$ cat src/rtl/reg_bus_arbiter_pkg.sv
// Shared definitions for the PWM register-bank arbiter: widths, address limit,
// FSM state encoding and owner encoding.
package reg_bus_arbiter_pkg;
  localparam int         ADDR_W_DEF   = 6;
  localparam int         DATA_W_DEF   = 8;
  localparam logic [5:0] MAX_ADDR_DEF = 6'h3F;

  localparam logic OWN_A = 1'b0;
  localparam logic OWN_B = 1'b1;

  typedef enum logic [1:0] {
    ST_IDLE   = 2'd0,
    ST_ACCESS = 2'd1,
    ST_RDWAIT = 2'd2
  } state_t;

  function automatic logic other_owner(input logic own);
    return ~own;
  endfunction
endpackage

$ cat src/rtl/reg_bus_arbiter_if.sv
// Bundle of the two master ports plus the shared register-bank port.
// slave = arbiter side, master = requesters and bank side.
interface reg_bus_arbiter_if
  import reg_bus_arbiter_pkg::*;
#(
  parameter int ADDR_W = ADDR_W_DEF,
  parameter int DATA_W = DATA_W_DEF
);
  logic              a_req, a_we, a_gnt, a_rvalid;
  logic [ADDR_W-1:0] a_addr;
  logic [DATA_W-1:0] a_wdata;
  logic              b_req, b_we, b_gnt, b_rvalid;
  logic [ADDR_W-1:0] b_addr;
  logic [DATA_W-1:0] b_wdata;
  logic [DATA_W-1:0] rdata;
  logic              err;
  logic              read, write;
  logic [ADDR_W-1:0] addr;
  logic [DATA_W-1:0] data_write;
  logic [DATA_W-1:0] data_read;

  modport slave (
    input  a_req, a_we, a_addr, a_wdata,
    input  b_req, b_we, b_addr, b_wdata,
    input  data_read,
    output a_gnt, a_rvalid, b_gnt, b_rvalid,
    output rdata, err, read, write, addr, data_write
  );

  modport master (
    output a_req, a_we, a_addr, a_wdata,
    output b_req, b_we, b_addr, b_wdata,
    output data_read,
    input  a_gnt, a_rvalid, b_gnt, b_rvalid,
    input  rdata, err, read, write, addr, data_write
  );
endinterface

$ cat src/rtl/reg_bus_arbiter_rr_arb2.sv
// Two-way round-robin picker: combinational pick, registered priority pointer.
// On advance the pointer moves to the port that was not picked.
module rr_arb2
  import reg_bus_arbiter_pkg::*;
(
  input  logic       clk,
  input  logic       rst_n,
  input  logic [1:0] req,
  input  logic       advance,
  output logic       pick
);
  logic ptr;

  always_comb begin
    case (req)
      2'b01:   pick = OWN_A;
      2'b10:   pick = OWN_B;
      default: pick = ptr;
    endcase
  end

  always_ff @(posedge clk or negedge rst_n) begin
    if (!rst_n)       ptr <= OWN_A;
    else if (advance) ptr <= other_owner(pick);
  end
endmodule

$ cat src/rtl/reg_bus_arbiter.sv
// Shares one register-bank port between two masters with round-robin
// arbitration, one access in flight, and blocking of out-of-range addresses.
module reg_bus_arbiter
  import reg_bus_arbiter_pkg::*;
#(
  parameter int                ADDR_W   = ADDR_W_DEF,
  parameter int                DATA_W   = DATA_W_DEF,
  parameter logic [ADDR_W-1:0] MAX_ADDR = MAX_ADDR_DEF
) (
  input logic               clk,
  input logic               rst_n,
  reg_bus_arbiter_if.slave  bus
);
  logic [1:0]             req, we;
  logic [1:0][ADDR_W-1:0] p_addr;
  logic [1:0][DATA_W-1:0] p_wdata;

  assign req     = {bus.b_req,   bus.a_req};
  assign we      = {bus.b_we,    bus.a_we};
  assign p_addr  = {bus.b_addr,  bus.a_addr};
  assign p_wdata = {bus.b_wdata, bus.a_wdata};

  state_t            state, state_nx;
  logic              pick, take, pick_bad;
  logic              owner_q, we_q, bad_q;
  logic [1:0]        gnt_q, gnt_d, rvalid_q, rvalid_d;
  logic              err_q, err_d, read_q, read_d, write_q, write_d;
  logic [ADDR_W-1:0] addr_q, addr_d;
  logic [DATA_W-1:0] dw_q, dw_d, rdata_hold, rdata_mux;

  assign take     = (state == ST_IDLE) && (|req);
  assign pick_bad = p_addr[pick] > MAX_ADDR;

  rr_arb2 u_rr (
    .clk     (clk),
    .rst_n   (rst_n),
    .req     (req),
    .advance (take),
    .pick    (pick)
  );

  always_ff @(posedge clk or negedge rst_n) begin
    if (!rst_n) state <= ST_IDLE;
    else        state <= state_nx;
  end

  // Illegal reads still pass through RDWAIT so the owner gets its rvalid.
  always_comb begin
    state_nx = state;
    case (state)
      ST_IDLE:   if (|req) state_nx = ST_ACCESS;
      ST_ACCESS: state_nx = we_q ? ST_IDLE : ST_RDWAIT;
      ST_RDWAIT: state_nx = ST_IDLE;
      default:   state_nx = ST_IDLE;
    endcase
  end

  // Next-cycle values of the registered outputs.
  always_comb begin
    gnt_d    = '0;
    rvalid_d = '0;
    err_d    = 1'b0;
    read_d   = 1'b0;
    write_d  = 1'b0;
    addr_d   = addr_q;
    dw_d     = dw_q;
    if (take) begin
      gnt_d[pick] = 1'b1;
      write_d     = we[pick] && !pick_bad;
      read_d      = !we[pick] && !pick_bad;
      err_d       = pick_bad;
      addr_d      = p_addr[pick];
      if (we[pick]) dw_d = p_wdata[pick];
    end
    if (state == ST_ACCESS && !we_q) rvalid_d[owner_q] = 1'b1;
  end

  always_ff @(posedge clk or negedge rst_n) begin
    if (!rst_n) begin
      gnt_q    <= '0;
      rvalid_q <= '0;
      err_q    <= 1'b0;
      read_q   <= 1'b0;
      write_q  <= 1'b0;
      addr_q   <= '0;
      dw_q     <= '0;
      owner_q  <= OWN_A;
      we_q     <= 1'b0;
      bad_q    <= 1'b0;
    end else begin
      gnt_q    <= gnt_d;
      rvalid_q <= rvalid_d;
      err_q    <= err_d;
      read_q   <= read_d;
      write_q  <= write_d;
      addr_q   <= addr_d;
      dw_q     <= dw_d;
      if (take) begin
        owner_q <= pick;
        we_q    <= we[pick];
        bad_q   <= pick_bad;
      end
    end
  end

  // rdata passes the bank data straight through in RDWAIT and holds otherwise.
  assign rdata_mux = (state == ST_RDWAIT) ? (bad_q ? '0 : bus.data_read) : rdata_hold;

  always_ff @(posedge clk or negedge rst_n) begin
    if (!rst_n)                  rdata_hold <= '0;
    else if (state == ST_RDWAIT) rdata_hold <= rdata_mux;
  end

  assign bus.a_gnt      = gnt_q[OWN_A];
  assign bus.b_gnt      = gnt_q[OWN_B];
  assign bus.a_rvalid   = rvalid_q[OWN_A];
  assign bus.b_rvalid   = rvalid_q[OWN_B];
  assign bus.err        = err_q;
  assign bus.read       = read_q;
  assign bus.write      = write_q;
  assign bus.addr       = addr_q;
  assign bus.data_write = dw_q;
  assign bus.rdata      = rdata_mux;
endmodule

$ cat src/flat_wrapper.sv
// flat-port wrapper written by rule: the top's interface ports become plain ports
module reg_bus_arbiter_flat import reg_bus_arbiter_pkg::*;
#(
  parameter int                ADDR_W   = ADDR_W_DEF,
  parameter int                DATA_W   = DATA_W_DEF,
  parameter logic [ADDR_W-1:0] MAX_ADDR = MAX_ADDR_DEF
)
  (clk, rst_n, bus_a_req, bus_a_we, bus_a_addr, bus_a_wdata, bus_b_req, bus_b_we, bus_b_addr, bus_b_wdata, bus_data_read, bus_a_gnt, bus_a_rvalid, bus_b_gnt, bus_b_rvalid, bus_rdata, bus_err, bus_read, bus_write, bus_addr, bus_data_write);
  reg_bus_arbiter_if #(.ADDR_W(ADDR_W), .DATA_W(DATA_W)) bus_i ();
  input logic clk;
  input logic rst_n;
  input wire logic [$bits(bus_i.a_req)-1:0] bus_a_req;
  input wire logic [$bits(bus_i.a_we)-1:0] bus_a_we;
  input wire logic [$bits(bus_i.a_addr)-1:0] bus_a_addr;
  input wire logic [$bits(bus_i.a_wdata)-1:0] bus_a_wdata;
  input wire logic [$bits(bus_i.b_req)-1:0] bus_b_req;
  input wire logic [$bits(bus_i.b_we)-1:0] bus_b_we;
  input wire logic [$bits(bus_i.b_addr)-1:0] bus_b_addr;
  input wire logic [$bits(bus_i.b_wdata)-1:0] bus_b_wdata;
  input wire logic [$bits(bus_i.data_read)-1:0] bus_data_read;
  output wire logic [$bits(bus_i.a_gnt)-1:0] bus_a_gnt;
  output wire logic [$bits(bus_i.a_rvalid)-1:0] bus_a_rvalid;
  output wire logic [$bits(bus_i.b_gnt)-1:0] bus_b_gnt;
  output wire logic [$bits(bus_i.b_rvalid)-1:0] bus_b_rvalid;
  output wire logic [$bits(bus_i.rdata)-1:0] bus_rdata;
  output wire logic [$bits(bus_i.err)-1:0] bus_err;
  output wire logic [$bits(bus_i.read)-1:0] bus_read;
  output wire logic [$bits(bus_i.write)-1:0] bus_write;
  output wire logic [$bits(bus_i.addr)-1:0] bus_addr;
  output wire logic [$bits(bus_i.data_write)-1:0] bus_data_write;
  assign bus_i.a_req = bus_a_req;
  assign bus_i.a_we = bus_a_we;
  assign bus_i.a_addr = bus_a_addr;
  assign bus_i.a_wdata = bus_a_wdata;
  assign bus_i.b_req = bus_b_req;
  assign bus_i.b_we = bus_b_we;
  assign bus_i.b_addr = bus_b_addr;
  assign bus_i.b_wdata = bus_b_wdata;
  assign bus_i.data_read = bus_data_read;
  assign bus_a_gnt = bus_i.a_gnt;
  assign bus_a_rvalid = bus_i.a_rvalid;
  assign bus_b_gnt = bus_i.b_gnt;
  assign bus_b_rvalid = bus_i.b_rvalid;
  assign bus_rdata = bus_i.rdata;
  assign bus_err = bus_i.err;
  assign bus_read = bus_i.read;
  assign bus_write = bus_i.write;
  assign bus_addr = bus_i.addr;
  assign bus_data_write = bus_i.data_write;
  reg_bus_arbiter #(.ADDR_W(ADDR_W), .DATA_W(DATA_W), .MAX_ADDR(MAX_ADDR)) u_core (.clk(clk), .rst_n(rst_n), .bus(bus_i));
endmodule
$ cat config.mk
export PLATFORM = sky130hd
export DESIGN_NAME = reg_bus_arbiter_flat
export DESIGN_NICKNAME = d
export VERILOG_FILES = /design/src/rtl/reg_bus_arbiter_pkg.sv /design/src/rtl/reg_bus_arbiter_if.sv /design/src/rtl/reg_bus_arbiter_rr_arb2.sv /design/src/rtl/reg_bus_arbiter.sv /design/src/flat_wrapper.sv
export SDC_FILE = /design/constraint.sdc
export NUM_CORES = 1
export LEC_CHECK = 0
export CAP_MARGIN = 20
export CORE_ASPECT_RATIO = 1.5
export CORE_MARGIN = 3
export CORE_UTILIZATION = 40
export DETAILED_ROUTE_END_ITERATION = 8
export PLACE_DENSITY = 0.78
export SLEW_MARGIN = 20
export SYNTH_ARGS = -nofsm -noshare
export SYNTH_HDL_FRONTEND = slang
export SYNTH_SLANG_ARGS = --single-unit
export TNS_END_PERCENT = 30
$ cat constraint.sdc
create_clock -name clk -period 2 [get_ports clk]
set_clock_uncertainty 0.1 [all_clocks]
set_input_delay 0.6 -clock clk [delete_from_list [all_inputs] [get_ports clk]]
set_output_delay 0.6 -clock clk [all_outputs]
set_load 0.01 [all_outputs]
==> results.py, run 1 <==
metrics = {
    "global_route": {
        "grt_pass1_vias": 1501,
        "grt_max_degree": 36,
        "antenna_found_initial": 0,
        "grt-ovfl-total": 0,
        "track_usage_pct": 19.43,
        "grt_first_pass_wirelength_um": 6934,
    },
    "critical_path": {
        "r2r_end": "u_core.rdata_hold[3]$_DFFE_PN0N_",
        "r2r_cells": 9,
        "cp_top_family": "flip-flops",
        "crit_path_start_kind": "register",
        "endpoint_kind": "primary output",
        "setup.worst_path.class": "reg2out",
        "path_buf_inv": 2,
        "cpPeakStageDelay_ns": 0.39,
        "worstPathRequired_ns": 1.30,
        "r2r-start": "u_core.bad_q$_DFFE_PN0P_",
        "cp_max_fo": 24,
        "reg2reg_slack_ns": 0.20,
        "cp_slowest_cell": "dfrtp_1",
        "crit_chain": "nand2b_4, buf_12, o21ai_1, buf_2",
        "worstPathArrival_ns": 1.26,
    },
    "clock_network": {
        "clkTransAtPathRegs_ns": 0.07,
        "cts-htree-levels": 2,
        "cts_tree": "yes",
        "cts.sinks": 35,
        "cts_root_buf": "clkbuf_8",
        "clockBufferDepth": 2,
        "clock_latency_ns": 0.28,
        "cts_made_buffers": 5,
    },
    "finish": {
        "finish.utilization_pct": 71.21,
        "layout.nets": 276,
        "fin_cells": 275,
        "antennaDiodeCount": 0,
        "drive_above_1_share_pct": 23.61,
        "syn_to_final_growth_pct": 65.55,
        "fill_cells": 265,
        "multi_input_area_um2": 640.6,
        "seqCellArea_um2": 877.1,
    },
    "sta": {
        "layout_setup_ws_ns": 0.03724,
        "fin_crit_sh_pct": 98.14,
        "slew_violations": 0,
        "min_period_ns": 1.963,
        "final-setup-viol-count": 0,
        "hold_viol_final": 0,
        "rsz0062_at_grt": "yes",
        "max_freq_mhz": 509.5,
    },
    "pwr": {
        "powerDensity_mw_per_mm2": 1368,
        "vdd_ir_drop_max_uv": 819.7,
        "total_leakage_power_uw": 0.001191,
    },
    "run_status": {
        "status": "finished, final reports clean",
    },
    "die": {
        "io_pins": 71,
        "die_w_um": 56.42,
        "coreArea_mm2": 0.003546,
        "die_area_mm2": 0.004605,
        "start_util_pct": 43.01,
        "die_h_um": 81.63,
        "num_rows": 26,
    },
    "yosys": {
        "ys_ff_latch": 35,
        "yosysWarnings": 0,
        "synth_top_cell_area_share_pct": 57.42,
        "synth_compound_area_share_pct": 13.86,
        "synth_area_leaders": "dfrtp_1 (57%), nand2_1 (5.4%), a221o_1 (5.3%), o21ai_0 (5.3%), and3_1 (3.7%)",
        "synthAdderAreaFrac_pct": 1.641,
        "netlist_area_mm2": 0.001525,
        "synth-simple-area-share_pct": 20.84,
        "synth_edf_count": 0,
        "async_flop_share_pct": 100.0,
        "synth.net_count": 185,
        "seq_area_frac_synth_pct": 57.42,
        "netlist_instances": 141,
        "synth_mux_area_share_pct": 2.789,
        "syn_area_per_cell_um2": 10.82,
        "synthFlopType": "dfrtp_1",
        "synth_xor_area_share_pct": 0,
        "yosys.area.top_type": "dfrtp_1",
        "synth_top_family_by_area": "simple AND/OR/NAND/NOR gates",
        "synth_cell_types": 26,
    },
    "detailed_routing": {
        "viasPerCell": 5.145,
        "routed_wl_um": 4196,
        "met3_length_um": 257,
        "highest_layer": "met4",
        "vias": 1415,
        "wl_met1_um": 1507,
        "routedWlPerCell_um": 15.26,
        "route.met2.wl_um": 2382,
        "initialDrtViolationCount": 27,
        "drtPass1Iterations": 4,
        "ant_nets": 0,
        "drc": 0,
    },
    "place": {
        "dp_cells": 259,
        "port_buffers": 70,
        "gp_congestion": 0.7606,
        "dpl.hpwl_um": 3135,
        "pre_cts_ws_ns": -0.6188,
    },
    "min_path": {
        "holdPathEnd": "u_core.rvalid_q[0]$_DFF_PN0_",
        "hold_class": "reg2reg",
        "hold_start": "u_core.owner_q$_DFFE_PN0P_",
        "holdPathStages": 1,
    },
    "job": {
        "drv_cap": 0,
    },
}
cells in the mapped netlist (2+ instances only):
master and instances:
clkbuf_1 2, o21ai_0 16, dfrtp_1 35, ha_1 2, and3_1 9, a31oi_1 7
and2_1 2, mux2i_2 2, a221o_1 8, inv_1 3, nor2_1 11, nand2_1 22
nand2b_1 9
logic make-up after synthesis:
kind of cell / Yosys count
AO/OA/AOI/OAI: 32
adder cells (fa/ha/maj): 2
buffers and inverters: 9
flip-flops: 35
multiplexers: 3
other: 1
AND/OR/NAND/NOR: 59
where the power goes:
part           switching (µW)  internal [µW]  total [µW]
logic                     790            916        1710
clock network             247            313         560
registers                 165           1020        1190
metrics by stage:
step	hold WS, ns	instance area [µm²]	total power (µW)	TNS [ns]
4_1_cts	0.3674	2496	3436	-0.1043
3_5_place_dp	0.3590	2382	2947	-15.64
6_report	0.3611	2525	3454	0
3_3_place_gp	0.3309	2382	2875	-13.82
2_1_floorplan	0.2044	1553	1959	-0.002764
5_1_grt	0.3766	2525	3691	-0.01507
final cells by class:
cell class,instances,share of cell area [%]
Inverter,4,1.288
Clock buffer,7,3.816
Multi-Input combinational cell,97,25.37
Timing Repair Buffer,89,32.41
Sequential cell,35,34.74
Clock inverter,1,0.2973
Tap cell,42,2.081
repair_timing:
| item | CTS | global route |
|---|---|---|
| hold buffers | 0 | 0 |
| endpoints found under the hold margin | 0 | 0 |
| resized for setup | 51 | 11 |
| setup endpoints to repair | 29 | 16 |
| setup buffers | 7 | 1 |
| pin swaps | 6 | 1 |
worst max path at each step:
stage | from | endpoint | slack [ns] | depth (start not counted)
global placement | bus_data_read[0] | bus_rdata[0] | -0.54 | 4
finish | u_core.state[0]$_DFFE_PN0P_ | bus_rdata[2] | 0.04 | 4
floorplan | bus_b_req | u_core.bus.data_write[0]$_DFFE_PN0P_ | -0.0003 | 6
detailed placement | bus_b_req | u_core.bus.data_write[7]$_DFFE_PN0P_ | -0.62 | 7
global route | u_core.state[0]$_DFFE_PN0P_ | bus_rdata[2] | -0.008 | 4
CTS | bus_data_read[2] | bus_rdata[2] | -0.10 | 4
sequential cells by signal, summed over array words and instances (netlist names):
name                   flops
u_core.bus.data_write      8
u_core.rdata_hold          8
u_core.bus.addr            6
u_core.gnt_q               2
u_core.rvalid_q            2
u_core.state               2
u_core.bad_q               1
u_core.bus.err             1
u_core.bus.read            1
u_core.bus.write           1
u_core.owner_q             1
u_core.u_rr.ptr            1
u_core.we_q                1
cell usage in the layout (no fill, tap or decap), types with 8 or more instances in the layout:
master,instances
a221o_1,8
and3_1,9
nand2b_1,8
nor2_1,11
o21ai_0,8
buf_2,8
dfrtp_1,34
nand2_1,18
buf_4,17
clkdlybuf4s50_1,52
metal layers:
| metal | up-vias | GRT usage, % |
|---|---|---|
| li1 | 673 | - |
| met1 | 683 | 19.70 |
| met2 | 55 | 39.35 |
| met3 | 4 | 4.560 |
| met4 | 0 | 4.276 |
| met5 | - | 0 |
(Power assumes the default switching activity.)
==> run 2, diff against run 1 <==
- CTS_BUF_LIST: unset -> sky130_fd_sc_hd__clkbuf_4 sky130_fd_sc_hd__clkbuf_8
- CTS_CLUSTER_SIZE: unset -> 8
==> results of run 2 <==
No change in the layout: final DEF, timing and power equal those of run 1.
==> run 3, diff against run 2 <==
- CTS_BUF_LIST: sky130_fd_sc_hd__clkbuf_4 sky130_fd_sc_hd__clkbuf_8 -> sky130_fd_sc_hd__clkbuf_8
==> results of run 3 <==
No change in the layout: final DEF, timing and power equal those of run 1.
